--- src/rtl/mem_access_unit.sv ---
// MEM-stage load/store unit: decodes MIPS loads/stores, runs a req/ack bus access with timeout and flush drain.
// Optional MAU_BIG_ENDIAN_EN selects big-endian byte-lane mapping; little-endian when undefined.
module mem_access_unit #(
    parameter int unsigned ADDR_W  = 32,
    parameter int unsigned TIMEOUT = 255,
    parameter int unsigned CNT_W   = 8
) (
    input  logic              clk,
    input  logic              rst,
    input  logic              req_valid,
    input  logic [5:0]        req_op,
    input  logic [ADDR_W-1:0] req_addr,
    input  logic [31:0]       req_wdata,
    input  logic              flush,
    output logic              stall,
    output logic              done,
    output logic [31:0]       rdata,
    output logic              adel,
    output logic              ades,
    output logic              buserr,
    output logic              mem_req,
    output logic              mem_wr,
    output logic [3:0]        mem_be,
    output logic [ADDR_W-1:0] mem_addr,
    output logic [31:0]       mem_wdata,
    input  logic              mem_ack,
    input  logic [31:0]       mem_rdata
);

    localparam logic [5:0] OP_LB  = 6'b100000;
    localparam logic [5:0] OP_LH  = 6'b100001;
    localparam logic [5:0] OP_LW  = 6'b100011;
    localparam logic [5:0] OP_LBU = 6'b100100;
    localparam logic [5:0] OP_LHU = 6'b100101;
    localparam logic [5:0] OP_SB  = 6'b101000;
    localparam logic [5:0] OP_SH  = 6'b101001;
    localparam logic [5:0] OP_SW  = 6'b101011;
    localparam logic [CNT_W-1:0] CNT_LAST = CNT_W'(TIMEOUT - 1);

    typedef enum logic [1:0] {IDLE, WAIT, RESP, DRAIN} mauState_e;

    mauState_e        state, nextState;
    logic [5:0]       opReg;
    logic [1:0]       addrLo;
    logic [CNT_W-1:0] counter;

    logic       opKnown, opLoad, misaligned, reqLive, accept, timeoutHit;
    logic [1:0] opSize;
    logic [1:0] reqLane, regLane;
    logic       reqHiHalf, regHiHalf;
    logic [3:0] beNext;
    logic [31:0] wdataNext, loadData;
    logic [7:0]  laneByte;
    logic [15:0] laneHalf;

    // Opcode decode: size 0=byte, 1=half, 2=word
    always_comb begin
        opKnown = 1'b1;
        opSize  = 2'd0;
        case (req_op)
            OP_LB, OP_LBU, OP_SB: opSize = 2'd0;
            OP_LH, OP_LHU, OP_SH: opSize = 2'd1;
            OP_LW, OP_SW:         opSize = 2'd2;
            default:              opKnown = 1'b0;
        endcase
    end

    assign opLoad     = ~req_op[3];
    assign misaligned = ((opSize == 2'd1) && req_addr[0]) ||
                        ((opSize == 2'd2) && (req_addr[1:0] != 2'b00));
    assign reqLive    = (state == IDLE) && req_valid && opKnown && !flush;
    assign adel       = reqLive && opLoad && misaligned;
    assign ades       = reqLive && !opLoad && misaligned;
    assign accept     = reqLive && !misaligned;
    assign timeoutHit = (counter == CNT_LAST);

`ifdef MAU_BIG_ENDIAN_EN
    assign reqLane   = 2'd3 - req_addr[1:0];
    assign regLane   = 2'd3 - addrLo;
    assign reqHiHalf = ~req_addr[1];
    assign regHiHalf = ~addrLo[1];
`else
    assign reqLane   = req_addr[1:0];
    assign regLane   = addrLo;
    assign reqHiHalf = req_addr[1];
    assign regHiHalf = addrLo[1];
`endif

    // Store byte enables and lane-replicated write data; loads read the whole word
    always_comb begin
        beNext    = 4'b1111;
        wdataNext = req_wdata;
        if (!opLoad) begin
            case (opSize)
                2'd0: begin
                    beNext    = 4'b0001 << reqLane;
                    wdataNext = {4{req_wdata[7:0]}};
                end
                2'd1: begin
                    beNext    = reqHiHalf ? 4'b1100 : 4'b0011;
                    wdataNext = {2{req_wdata[15:0]}};
                end
                default: ;
            endcase
        end
    end

    // Lane select and extension of the returned word; stores yield zero
    always_comb begin
        laneByte = 8'h00;
        case (regLane)
            2'd0: laneByte = mem_rdata[7:0];
            2'd1: laneByte = mem_rdata[15:8];
            2'd2: laneByte = mem_rdata[23:16];
            2'd3: laneByte = mem_rdata[31:24];
            default: ;
        endcase
        laneHalf = regHiHalf ? mem_rdata[31:16] : mem_rdata[15:0];
        case (opReg)
            OP_LB:   loadData = {{24{laneByte[7]}}, laneByte};
            OP_LBU:  loadData = {24'h0, laneByte};
            OP_LH:   loadData = {{16{laneHalf[15]}}, laneHalf};
            OP_LHU:  loadData = {16'h0, laneHalf};
            OP_LW:   loadData = mem_rdata;
            default: loadData = 32'h0;
        endcase
    end

    always_ff @(posedge clk) begin
        if (rst) state <= IDLE;
        else     state <= nextState;
    end

    always_comb begin
        nextState = state;
        stall     = 1'b0;
        case (state)
            IDLE: begin
                if (accept) begin
                    stall     = 1'b1;
                    nextState = WAIT;
                end
            end
            WAIT: begin
                if (flush) begin
                    nextState = DRAIN;
                end else begin
                    stall = 1'b1;
                    if (mem_ack || timeoutHit) nextState = RESP;
                end
            end
            RESP:  nextState = IDLE;
            DRAIN: begin
                stall = req_valid;
                if (mem_ack || timeoutHit) nextState = IDLE;
            end
            default: nextState = IDLE;
        endcase
    end

    assign mem_req = (state == WAIT) || (state == DRAIN);
    assign done    = (state == RESP);

    // Request capture, timeout counter and response registers
    always_ff @(posedge clk) begin
        if (rst) begin
            opReg     <= 6'h0;
            addrLo    <= 2'b00;
            counter   <= '0;
            mem_wr    <= 1'b0;
            mem_be    <= 4'h0;
            mem_addr  <= '0;
            mem_wdata <= 32'h0;
            rdata     <= 32'h0;
            buserr    <= 1'b0;
        end else begin
            if (accept) begin
                opReg     <= req_op;
                addrLo    <= req_addr[1:0];
                counter   <= '0;
                mem_wr    <= !opLoad;
                mem_be    <= beNext;
                mem_addr  <= {req_addr[ADDR_W-1:2], 2'b00};
                mem_wdata <= wdataNext;
                buserr    <= 1'b0;
            end else if (mem_req) begin
                counter <= counter + CNT_W'(1);
            end
            if ((state == WAIT) && !flush) begin
                if (mem_ack) begin
                    rdata  <= loadData;
                    buserr <= 1'b0;
                end else if (timeoutHit) begin
                    rdata  <= 32'h0;
                    buserr <= 1'b1;
                end
            end
        end
    end

endmodule

--- config.mk ---
export PLATFORM = sky130hd
export DESIGN_NAME = mem_access_unit
export DESIGN_NICKNAME = d
export VERILOG_FILES = /design/src/rtl/mem_access_unit.sv
export SDC_FILE = /design/constraint.sdc
export NUM_CORES = 1
export LEC_CHECK = 0
export BUFFER_PORTS_ARGS = -buffer_cell sky130_fd_sc_hd__buf_2
export CAP_MARGIN = 20
export CELL_PAD_IN_SITES_DETAIL_PLACEMENT = 0
export CELL_PAD_IN_SITES_GLOBAL_PLACEMENT = 1
export CORE_MARGIN = 5
export CORE_UTILIZATION = 37
export CTS_BUF_LIST = sky130_fd_sc_hd__clkbuf_8
export DETAILED_ROUTE_END_ITERATION = 8
export HOLD_SLACK_MARGIN = 0.05
export PLACE_DENSITY_LB_ADDON = 0.1
export SYNTH_ARGS = -nofsm -noshare
export SYNTH_HDL_FRONTEND = slang
export SYNTH_SLANG_ARGS = --single-unit
--- constraint.sdc ---
create_clock -name clk -period 2.1 [get_ports clk]
set_input_delay 0.105 -clock clk [delete_from_list [all_inputs] [get_ports clk]]
set_output_delay 0.105 -clock clk [all_outputs]
set_load 0.05 [all_outputs]
==> impl_metrics.env, run 1 <==
export IMPL_tightest_slew_ns=0.917
export IMPL_grt_max_degree=86
export IMPL_p_leak_nw=3.48
export IMPL_dpl_hpwl_um=14200
export IMPL_first_pass_iters=5
export IMPL_hold_start="mem_rdata[14]"
export IMPL_cts_tree="yes"
export IMPL_die_area_mm2=0.0180
export IMPL_grt_pass1_wl_um=32200
export IMPL_async_flop_share=0
export IMPL_antenna_found_initial=0
export IMPL_ys_types=60
export IMPL_clk_pin_slew_worst_paths_ns=0.07
export IMPL_antenna_cells=0
export IMPL_critPathRequiredTime_ns=2.00
export IMPL_root_buffer="clkbuf_8"
export IMPL_antenna_left=0
export IMPL_p_seq_frac=0.450
export IMPL_max_stage_delay_ns=0.54
export IMPL_ys_flop_type="dfxtp_1"
export IMPL_fin_crit_ns=2.06
export IMPL_ys_warn_count=0
export IMPL_drv_cap=0
export IMPL_overflow=0
export IMPL_yosysSeqAreaShare=0.412
export IMPL_critical_path_startpoint="req_op[0]"
export IMPL_vdd_drop_max_v=0.000418
export IMPL_timing_fmax_mhz=485
export IMPL_critPathArrivalTime_ns=1.96
export IMPL_area_delta_synth_final_pct=44.4
export IMPL_rsz0062_at_grt="yes"
export IMPL_clkPwrFrac=0.415
export IMPL_power_mw=5.01
export IMPL_r2r_start="state[0]"
export IMPL_clock_latency_ns=0.45
export IMPL_grt_pass1_vias=6136
export IMPL_critical_path_max_fanout=9
export IMPL_drt_iter0_markers=340
export IMPL_fillers=1455
export IMPL_timing_setup_critical_path_class="input pin to output port"
export IMPL_vias_per_cell=5.54
export IMPL_endpoint_kind="output port"
export IMPL_relSlewSlack=0.389
export IMPL_portBuffers=211
export IMPL_status="completed"
export IMPL_drive_gt1_frac=0.303
export IMPL_pwr_share_comb=0.135
export IMPL_p_switching_mw=1.35
export IMPL_io_pins=214
export IMPL_critPathLaunchType="input pin"
export IMPL_hold_viol=0
export IMPL_num_vias=6293
export IMPL_wirelength_um=20600
export IMPL_start_util=0.376
export IMPL_ys_top_cells_by_area="dfxtp_1, a21oi_1, o2bb2ai_1"
export IMPL_hold_path_class="input pin to flop"
export IMPL_yosysTopAreaCellShare=0.412
export IMPL_intPower_mw=3.66
export IMPL_finalSetupTns_ns=0
export IMPL_path_cells="dlygate4sd3_1, buf_2, nor2b_1, o2111a_2, o211ai_1, nor2_1, buf_6"
export IMPL_gp_congestion=0.829
export IMPL_clock_skew_ns=0.00768
export IMPL_drc_errors=0
export IMPL_clock_sinks=117
export IMPL_die_h_um=134
export IMPL_syn_avg_cell_area_um2=8.62
export IMPL_ys_ff_latch=117
export IMPL_drv_slew=0
export IMPL_std_cell_rows=45
export IMPL_switching_share=0.270
export IMPL_final_period_utilization=0.981
export IMPL_synth_edf_count=0
export IMPL_p_per_area_mw_per_mm2=609
export IMPL_core_mm2=0.0151
export IMPL_synth_area_leader_cell="dfxtp_1"
export IMPL_grt_total_usage=0.222
export IMPL_fin_ws_ns=0.0393
export IMPL_crit_slowest_cell="dlygate4sd3_1"
export IMPL_htreeDepth=4
export IMPL_synth_area_mm2=0.00569
export IMPL_fin_nets=1044
export IMPL_clockBufferDepth=2
export IMPL_setup_viol=0
export IMPL_wl_per_cell_um=18.2
export IMPL_numCtsBuffers=17
export IMPL_pre_cts_slack_ns=0.252
export IMPL_synthCells=660
export IMPL_die_w_um=134
[layout by cell type (no fill, tap or decap), drive strengths merged, types with 9 or more instances in the layout]
cell type / count
a211oi: 9
a21oi: 97
a22o: 16
a311oi: 12
a32o: 9
buf: 241
clkbuf: 21
dfxtp: 117
dlygate4sd3: 83
mux2i: 19
nand2: 42
nand3: 52
nor2: 19
o211ai: 9
o21ai: 62
o2bb2ai: 35
[per-stage QoR]
step | util | instance area (um^2) | instances | hold slack (ns)
after floorplan | - | 5700 | 661 | 0.216
after global placement | 0.458 | 6930 | 1016 | 0.359
after detailed placement | 0.458 | 6930 | 1016 | 0.366
after CTS | 0.541 | 8190 | 1132 | 0.0503
after global routing | 0.543 | 8220 | 1135 | 0.0748
final | 0.543 | 8220 | 1135 | 0.0894
[worst max-delay path: cells and delay by family]
family,cells,cell delay [ns]
compound gates,2,0.43
buf+inv,3,0.92
simple gates,2,0.50
[sequential cells by signal (all words and copies together), names as in the netlist]
name       cells
mem_addr      30
counter        8
opReg          6
mem_be         4
mem_wdata     32
rdata         32
addrLo         2
state          2
buserr         1
[final timing paths]
path | endpoint | slack (ns) | cells after the start
setup reg to reg | mem_wdata[15] | 0.25 | 8
setup / recovery | adel | 0.04 | 7
hold / removal | rdata[14] | 0.09 | 4
hold reg to reg | rdata[7] | 0.46 | 1
[power by group through the flow]
stage | combinational, mW | clock, mW | sequential (mW)
floorplan | 0.236 | 0 | 2.37
global placement | 0.538 | 0 | 2.31
detailed placement | 0.542 | 0 | 2.31
CTS | 0.666 | 2.12 | 2.25
global route | 0.732 | 2.21 | 2.26
finish | 0.676 | 2.08 | 2.26
[timing repair]
| action | in CTS | in global routing |
|---|---|---|
| hold endpoints to repair | 85 | 0 |
| setup buffers | 2 | 3 |
| endpoints found under the setup margin | 3 | 3 |
| resized for setup | 9 | 3 |
| pin swaps | 3 | 3 |
| hold buffers | 83 | 0 |
[cells in the mapped netlist, drive strengths merged, types with 2 or more instances]
cell       n
a2111oi    2
a211oi     9
a21oi     97
a221o      5
a22o      16
a22oi      7
a311oi    12
a32o       9
and2       7
and3       3
and4       2
buf       24
clkbuf    46
dfxtp    117
ha         2
inv        6
mux2i     19
nand2     42
nand2b     3
nand3     52
nand4      2
nor2      19
nor2b      5
nor3       8
nor3b      3
nor4b      4
nor4bb     2
o2111a     2
o211ai     9
o21ai     62
o221ai     5
o2bb2ai   35
xor2       6
[layout make-up]
class / instances / area, um^2 / area share
clock inverters: 11 / 110 / 0.0134
multi-input cells: 467 / 3040 / 0.369
inverters: 7 / 26.3 / 0.00320
clock buffers: 20 / 275 / 0.0335
well taps: 188 / 235 / 0.0286
flip-flops and latches: 117 / 2350 / 0.285
repair buffers: 325 / 2190 / 0.266
[routing by layer]
layer	routed length (um)	part of all wire	GRT usage	vias to the layer above
li1	-	-	-	3031
met1	8650	0.42	0.272	3013
met2	10100	0.49	0.375	225
met3	1580	0.076	0.0656	24
met4	261	0.013	0.0701	0
met5	0	0	0	-
[cell families (layout without fill, tap and decap cells)]
group | count (synthesis) | after routing | share of synthesized area
flip-flops | 117 | 117 | 0.412
AO/OA/AOI/OAI | 277 | 277 | 0.324
AND/OR/NAND/NOR | 158 | 158 | 0.148
multiplexers | 21 | 21 | 0.0393
XOR/XNOR | 7 | 7 | 0.0108
buffers and inverters | 77 | 363 | 0.0615
other | 1 | 2 | 0.000659
adder cells (fa/ha/maj) | 2 | 2 | 0.00440
No activity file was read; power rests on OpenSTA's default activity.
==> run 2: changes to the inputs <==
- CAP_MARGIN: 20 -> unset
- SETUP_SLACK_MARGIN: unset -> 0.1
==> impl_metrics.env, run 2 (synthesis gave the netlist of run 1 again) <==
export IMPL_status="completed"
export IMPL_whs_path_depth=4
export IMPL_critPathLaunchType="flop"
export IMPL_die_w_um=134
export IMPL_met1_usage=0.271
export IMPL_min_to="rdata[13]"
export IMPL_layout_commonest_cell="buf_2"
export IMPL_antenna_cells=0
export IMPL_power_mw=5.01
export IMPL_endpoint_kind="output port"
export IMPL_vias_per_cell=5.57
export IMPL_drv_cap=0
export IMPL_drive_gt1_frac=0.304
export IMPL_num_vias=6324
export IMPL_final_period_utilization=0.973
export IMPL_p_leak_nw=3.48
export IMPL_numCtsBuffers=17
export IMPL_layout_common_cells="buf_2, dfxtp_1, a21oi_1, dlygate4sd3_1, o21ai_0"
export IMPL_die_area_mm2=0.0180
export IMPL_fin_crit_ns=2.04
export IMPL_timing_hold_ws_ns=0.0855
export IMPL_antenna_left=0
export IMPL_portBuffers=211
export IMPL_placedInstanceArea_mm2=0.00693
export IMPL_grt_total_usage=0.222
export IMPL_critPathRequiredTime_ns=2.00
export IMPL_clockBufferDepth=2
export IMPL_final_util=0.543
export IMPL_ff2ff_path_depth=8
export IMPL_core_mm2=0.0151
export IMPL_timing_setup_critical_path_class="flop to output port"
export IMPL_tightest_slew_ns=0.922
export IMPL_first_pass_iters=5
export IMPL_grt_max_degree=86
export IMPL_fin_cells=1135
export IMPL_r2r_start="state[0]"
export IMPL_critPathArrivalTime_ns=1.94
export IMPL_relSlewSlack=0.385
export IMPL_dpl_hpwl_um=14200
export IMPL_pre_cts_slack_ns=0.252
export IMPL_fillers=1451
export IMPL_clock_latency_ns=0.45
export IMPL_rr_endpoint="mem_wdata[15]"
export IMPL_antenna_found_initial=1
export IMPL_hold_viol=0
export IMPL_hold_path_class="input pin to flop"
export IMPL_start_util=0.376
export IMPL_area_delta_synth_final_pct=44.5
export IMPL_die_h_um=134
export IMPL_reg_largest_list="mem_wdata x32, rdata x32, mem_addr x30"
export IMPL_p_per_area_mw_per_mm2=609
export IMPL_place_inst=1016
export IMPL_overflow=0
export IMPL_wl_per_cell_um=18.2
export IMPL_cts_tree="yes"
export IMPL_clock_sinks=117
export IMPL_hold_start="mem_rdata[13]"
export IMPL_root_buffer="clkbuf_8"
export IMPL_drv_slew=0
export IMPL_grt_pass1_vias=6164
export IMPL_finalSetupTns_ns=0
export IMPL_std_cell_rows=45
export IMPL_vdd_drop_max_v=0.000420
export IMPL_fin_nets=1044
export IMPL_globalRouteMet2Util=0.376
export IMPL_htreeDepth=4
export IMPL_met3_usage=0.0690
export IMPL_wirelength_um=20700
export IMPL_clk_pin_slew_worst_paths_ns=0.07
export IMPL_rsz0062_at_grt="yes"
export IMPL_top_usage_layer="met2"
export IMPL_io_pins=214
export IMPL_grt_pass1_wl_um=32300
export IMPL_fin_ws_ns=0.0560
export IMPL_critical_path_max_fanout=3
export IMPL_timing_fmax_mhz=489
export IMPL_final_cell_area_mm2=0.00822
export IMPL_drt_iter0_markers=344
export IMPL_rrSetupSlack_ns=0.27
export IMPL_gp_congestion=0.829
export IMPL_drc_errors=0
export IMPL_setup_viol=0
export IMPL_clock_skew_ns=0.00751
run 2: worst max path at each step:
stage          startpoint             to  slack (ns)  cells past startpoint
2_1_floorplan    state[1]           adel       -0.01                      6
3_3_place_gp     state[1]           ades        0.33                      6
3_5_place_dp     state[1]  mem_wdata[17]        0.25                      6
4_1_cts          state[0]           ades        0.02                      6
5_1_grt          state[0]           ades       -0.05                      6
6_report         state[0]           adel        0.06                      6
run 2: critical path: stages, from the launching register on:
cell and delay [ns]:
dfxtp_2 0.33, nor4b_4 0.24, buf_4 0.15, o2111a_2 0.23, o211ai_1 0.17, nor2_1 0.18
buf_6 0.18
run 2: metal layers:
metal	wire length, um	share of wire
met4	251	0.012
met3	1680	0.082
met1	8570	0.41
met2	10100	0.49
met5	7	0.00034
run 2: repair_timing:
item                                    4_1_cts  5_1_grt
pin swaps                                     4        3
gates resized for setup                      11        1
hold buffers                                 83        0
buffers inserted                              4        1
endpoints found under the setup margin        3        3
hold endpoints to repair                     85        0
cloned                                        0        0
run 2: cell type report:
class / instances / area [um^2] / share of cell area
Clock inverter: 11 / 110 / 0.0134
Timing Repair Buffer: 325 / 2190 / 0.266
Clock buffer: 20 / 275 / 0.0335
Tap cell: 188 / 235 / 0.0286
Inverter: 7 / 26.3 / 0.00320
Multi-Input combinational cell: 467 / 3040 / 0.370
Sequential cell: 117 / 2350 / 0.285
run 2: where the power goes:
part | internal [mW] | switching [mW] | total [mW]
clock network | 1.13 | 0.949 | 2.07
registers | 2.24 | 0.0151 | 2.25
logic | 0.291 | 0.385 | 0.676
total | 3.66 | 1.35 | 5.01
==> run 3: changes to the inputs <==
- CORE_UTILIZATION: 37 -> 33
- clock period: 2.1 -> 1.7 ns (I/O delays scaled with it)
==> impl_metrics.env, run 3 (synthesis gave the netlist of run 1 again) <==
export IMPL_die_h_um=141
export IMPL_p_seq_frac=0.420
export IMPL_clock_skew_ns=0.0115
export IMPL_grt_pass1_vias=6689
export IMPL_area_delta_synth_final_pct=67.4
export IMPL_path_delay_family="buffers and inverters"
export IMPL_fin_cells=1228
export IMPL_tightest_slew_ns=0.775
export IMPL_multiInputGateArea_mm2=0.00353
export IMPL_pwr_share_comb=0.148
export IMPL_drive_gt1_frac=0.416
export IMPL_grt_pass1_wl_um=35400
export IMPL_globalRouteMet2Util=0.364
export IMPL_grt_max_degree=60
export IMPL_reg_largest_list="mem_wdata x32, rdata x32, mem_addr x30"
export IMPL_critPathLaunchType="flop"
export IMPL_final_period_utilization=1.19
export IMPL_hold_path_class="input pin to flop"
export IMPL_portBuffers=211
export IMPL_endpoint_kind="output port"
export IMPL_fin_nets=1099
export IMPL_setup_viol=48
export IMPL_critPathRequiredTime_ns=1.62
export IMPL_std_cell_rows=48
export IMPL_failed_checks="setup timing"
export IMPL_intPower_mw=4.90
export IMPL_met1_usage=0.280
export IMPL_vdd_drop_max_v=0.000569
export IMPL_antenna_found_initial=0
export IMPL_clkPwrFrac=0.432
export IMPL_p_switching_mw=1.73
export IMPL_p_per_area_mw_per_mm2=695
export IMPL_die_area_mm2=0.0200
export IMPL_fillers=1566
export IMPL_p_leak_nw=3.94
export IMPL_critPathArrivalTime_ns=1.94
export IMPL_timing_setup_critical_path_class="flop to output port"
export IMPL_vias_per_cell=5.45
export IMPL_pre_cts_slack_ns=-0.0645
export IMPL_path_cells="nor4b_4, buf_4, o2111a_2, buf_4, buf_6, nand2_4, o21ai_2, buf_6"
export IMPL_hold_viol=0
export IMPL_clock_sinks=117
export IMPL_overflow=0
export IMPL_path_buf_inv=4
export IMPL_relSlewSlack=0.483
export IMPL_antenna_cells=0
export IMPL_fin_crit_ns=2.02
export IMPL_clk_pin_slew_worst_paths_ns=0.08
export IMPL_layout_common_cells="buf_2, dfxtp_1, dlygate4sd3_1, a21oi_1, o21ai_0"
export IMPL_first_pass_iters=7
export IMPL_antenna_left=0
export IMPL_io_pins=214
export IMPL_drc_errors=0
export IMPL_switching_share=0.261
export IMPL_htreeDepth=4
export IMPL_top_usage_layer="met2"
export IMPL_num_vias=6690
export IMPL_crit_slowest_cell="dfxtp_2"
export IMPL_drv_slew=0
export IMPL_critical_path_max_fanout=3
export IMPL_max_stage_delay_ns=0.33
export IMPL_fin_ws_ns=-0.320
export IMPL_core_mm2=0.0171
export IMPL_clock_latency_ns=0.44
export IMPL_finalSetupTns_ns=-5.40
export IMPL_drt_iter0_markers=358
export IMPL_place_inst=1082
export IMPL_layout_commonest_cell="buf_2"
export IMPL_seq_area_mm2=0.00236
export IMPL_power_mw=6.63
export IMPL_grt_total_usage=0.219
export IMPL_numCtsBuffers=17
export IMPL_root_buffer="clkbuf_8"
export IMPL_timing_fmax_mhz=495
export IMPL_clockBufferDepth=2
export IMPL_start_util=0.333
export IMPL_wl_per_cell_um=18.6
export IMPL_die_w_um=141
export IMPL_rsz0062_at_grt="yes"
export IMPL_met3_usage=0.0559
export IMPL_drv_cap=0
export IMPL_gp_congestion=0.840
export IMPL_status="complete, but fails checks"
export IMPL_dpl_hpwl_um=15000
export IMPL_cts_tree="yes"
export IMPL_wirelength_um=22900
[run 3: changes by cell type in the layout (fill, tap and decap cells not counted), sizes merged]
cell,previous run,this run
buf,242,290
dlygate4sd3,83,86
bufinv,2,4
clkbuf,20,22
inv,8,9
clkinv,8,6
bufbuf,0,1
a211o,1,2
[run 3: layer usage]
layer	vias to the layer above	wire (um)
met5	-	0
met4	0	485
met3	41	1530
met2	237	11000
met1	3263	9830
li1	3149	-
[run 3: tightest hold or removal path: cells and delay by family]
kind / cells / cell delay [ns]
buffers and inverters: 1 / 0.13
AO/OA/AOI/OAI: 2 / 0.25
[run 3: what timing repair did]
item,CTS,global route
resized for setup,49,84
cloned,7,1
setup buffers,14,10
pin swaps,36,37
hold buffers,86,0
hold endpoints to repair,89,0
endpoints found under the setup margin,84,120
[run 3: final cells by class]
class	count	area share
Multi-Input combinational cell	468	0.370
Clock inverter	12	0.0168
Tap cell	225	0.0295
Inverter	7	0.00276
Clock buffer	20	0.0289
Sequential cell	117	0.247
Timing Repair Buffer	379	0.305
[run 3: through the flow]
| step | area, um^2 | util | hold WS [ns] |
|---|---|---|---|
| 2_1_floorplan | 5740 | - | 0.196 |
| 3_3_place_gp | 7280 | 0.425 | 0.337 |
| 3_5_place_dp | 7280 | 0.425 | 0.347 |
| 4_1_cts | 9110 | 0.532 | 0.0640 |
| 5_1_grt | 9530 | 0.557 | 0.0596 |
| 6_report | 9530 | 0.557 | 0.0519 |
[run 3: power by group through the flow]
| stage | sequential (mW) | combinational (mW) | clock [mW] |
|---|---|---|---|
| 3_3_place_gp | 2.85 | 0.702 | 0 |
| 4_1_cts | 2.78 | 0.943 | 2.92 |
| 6_report | 2.78 | 0.980 | 2.86 |
| 3_5_place_dp | 2.85 | 0.705 | 0 |
| 2_1_floorplan | 2.93 | 0.298 | 0 |
| 5_1_grt | 2.79 | 1.05 | 3.04 |
[run 3: final timing paths]
kind,from,endpoint,slack (ns),cells past startpoint
hold / removal,mem_rdata[23],rdata[23],0.05,3
hold reg to reg,rdata[0],rdata[0],0.47,1
setup / recovery,state[0],stall,-0.32,8
setup reg to reg,state[0],mem_addr[10],-0.14,10
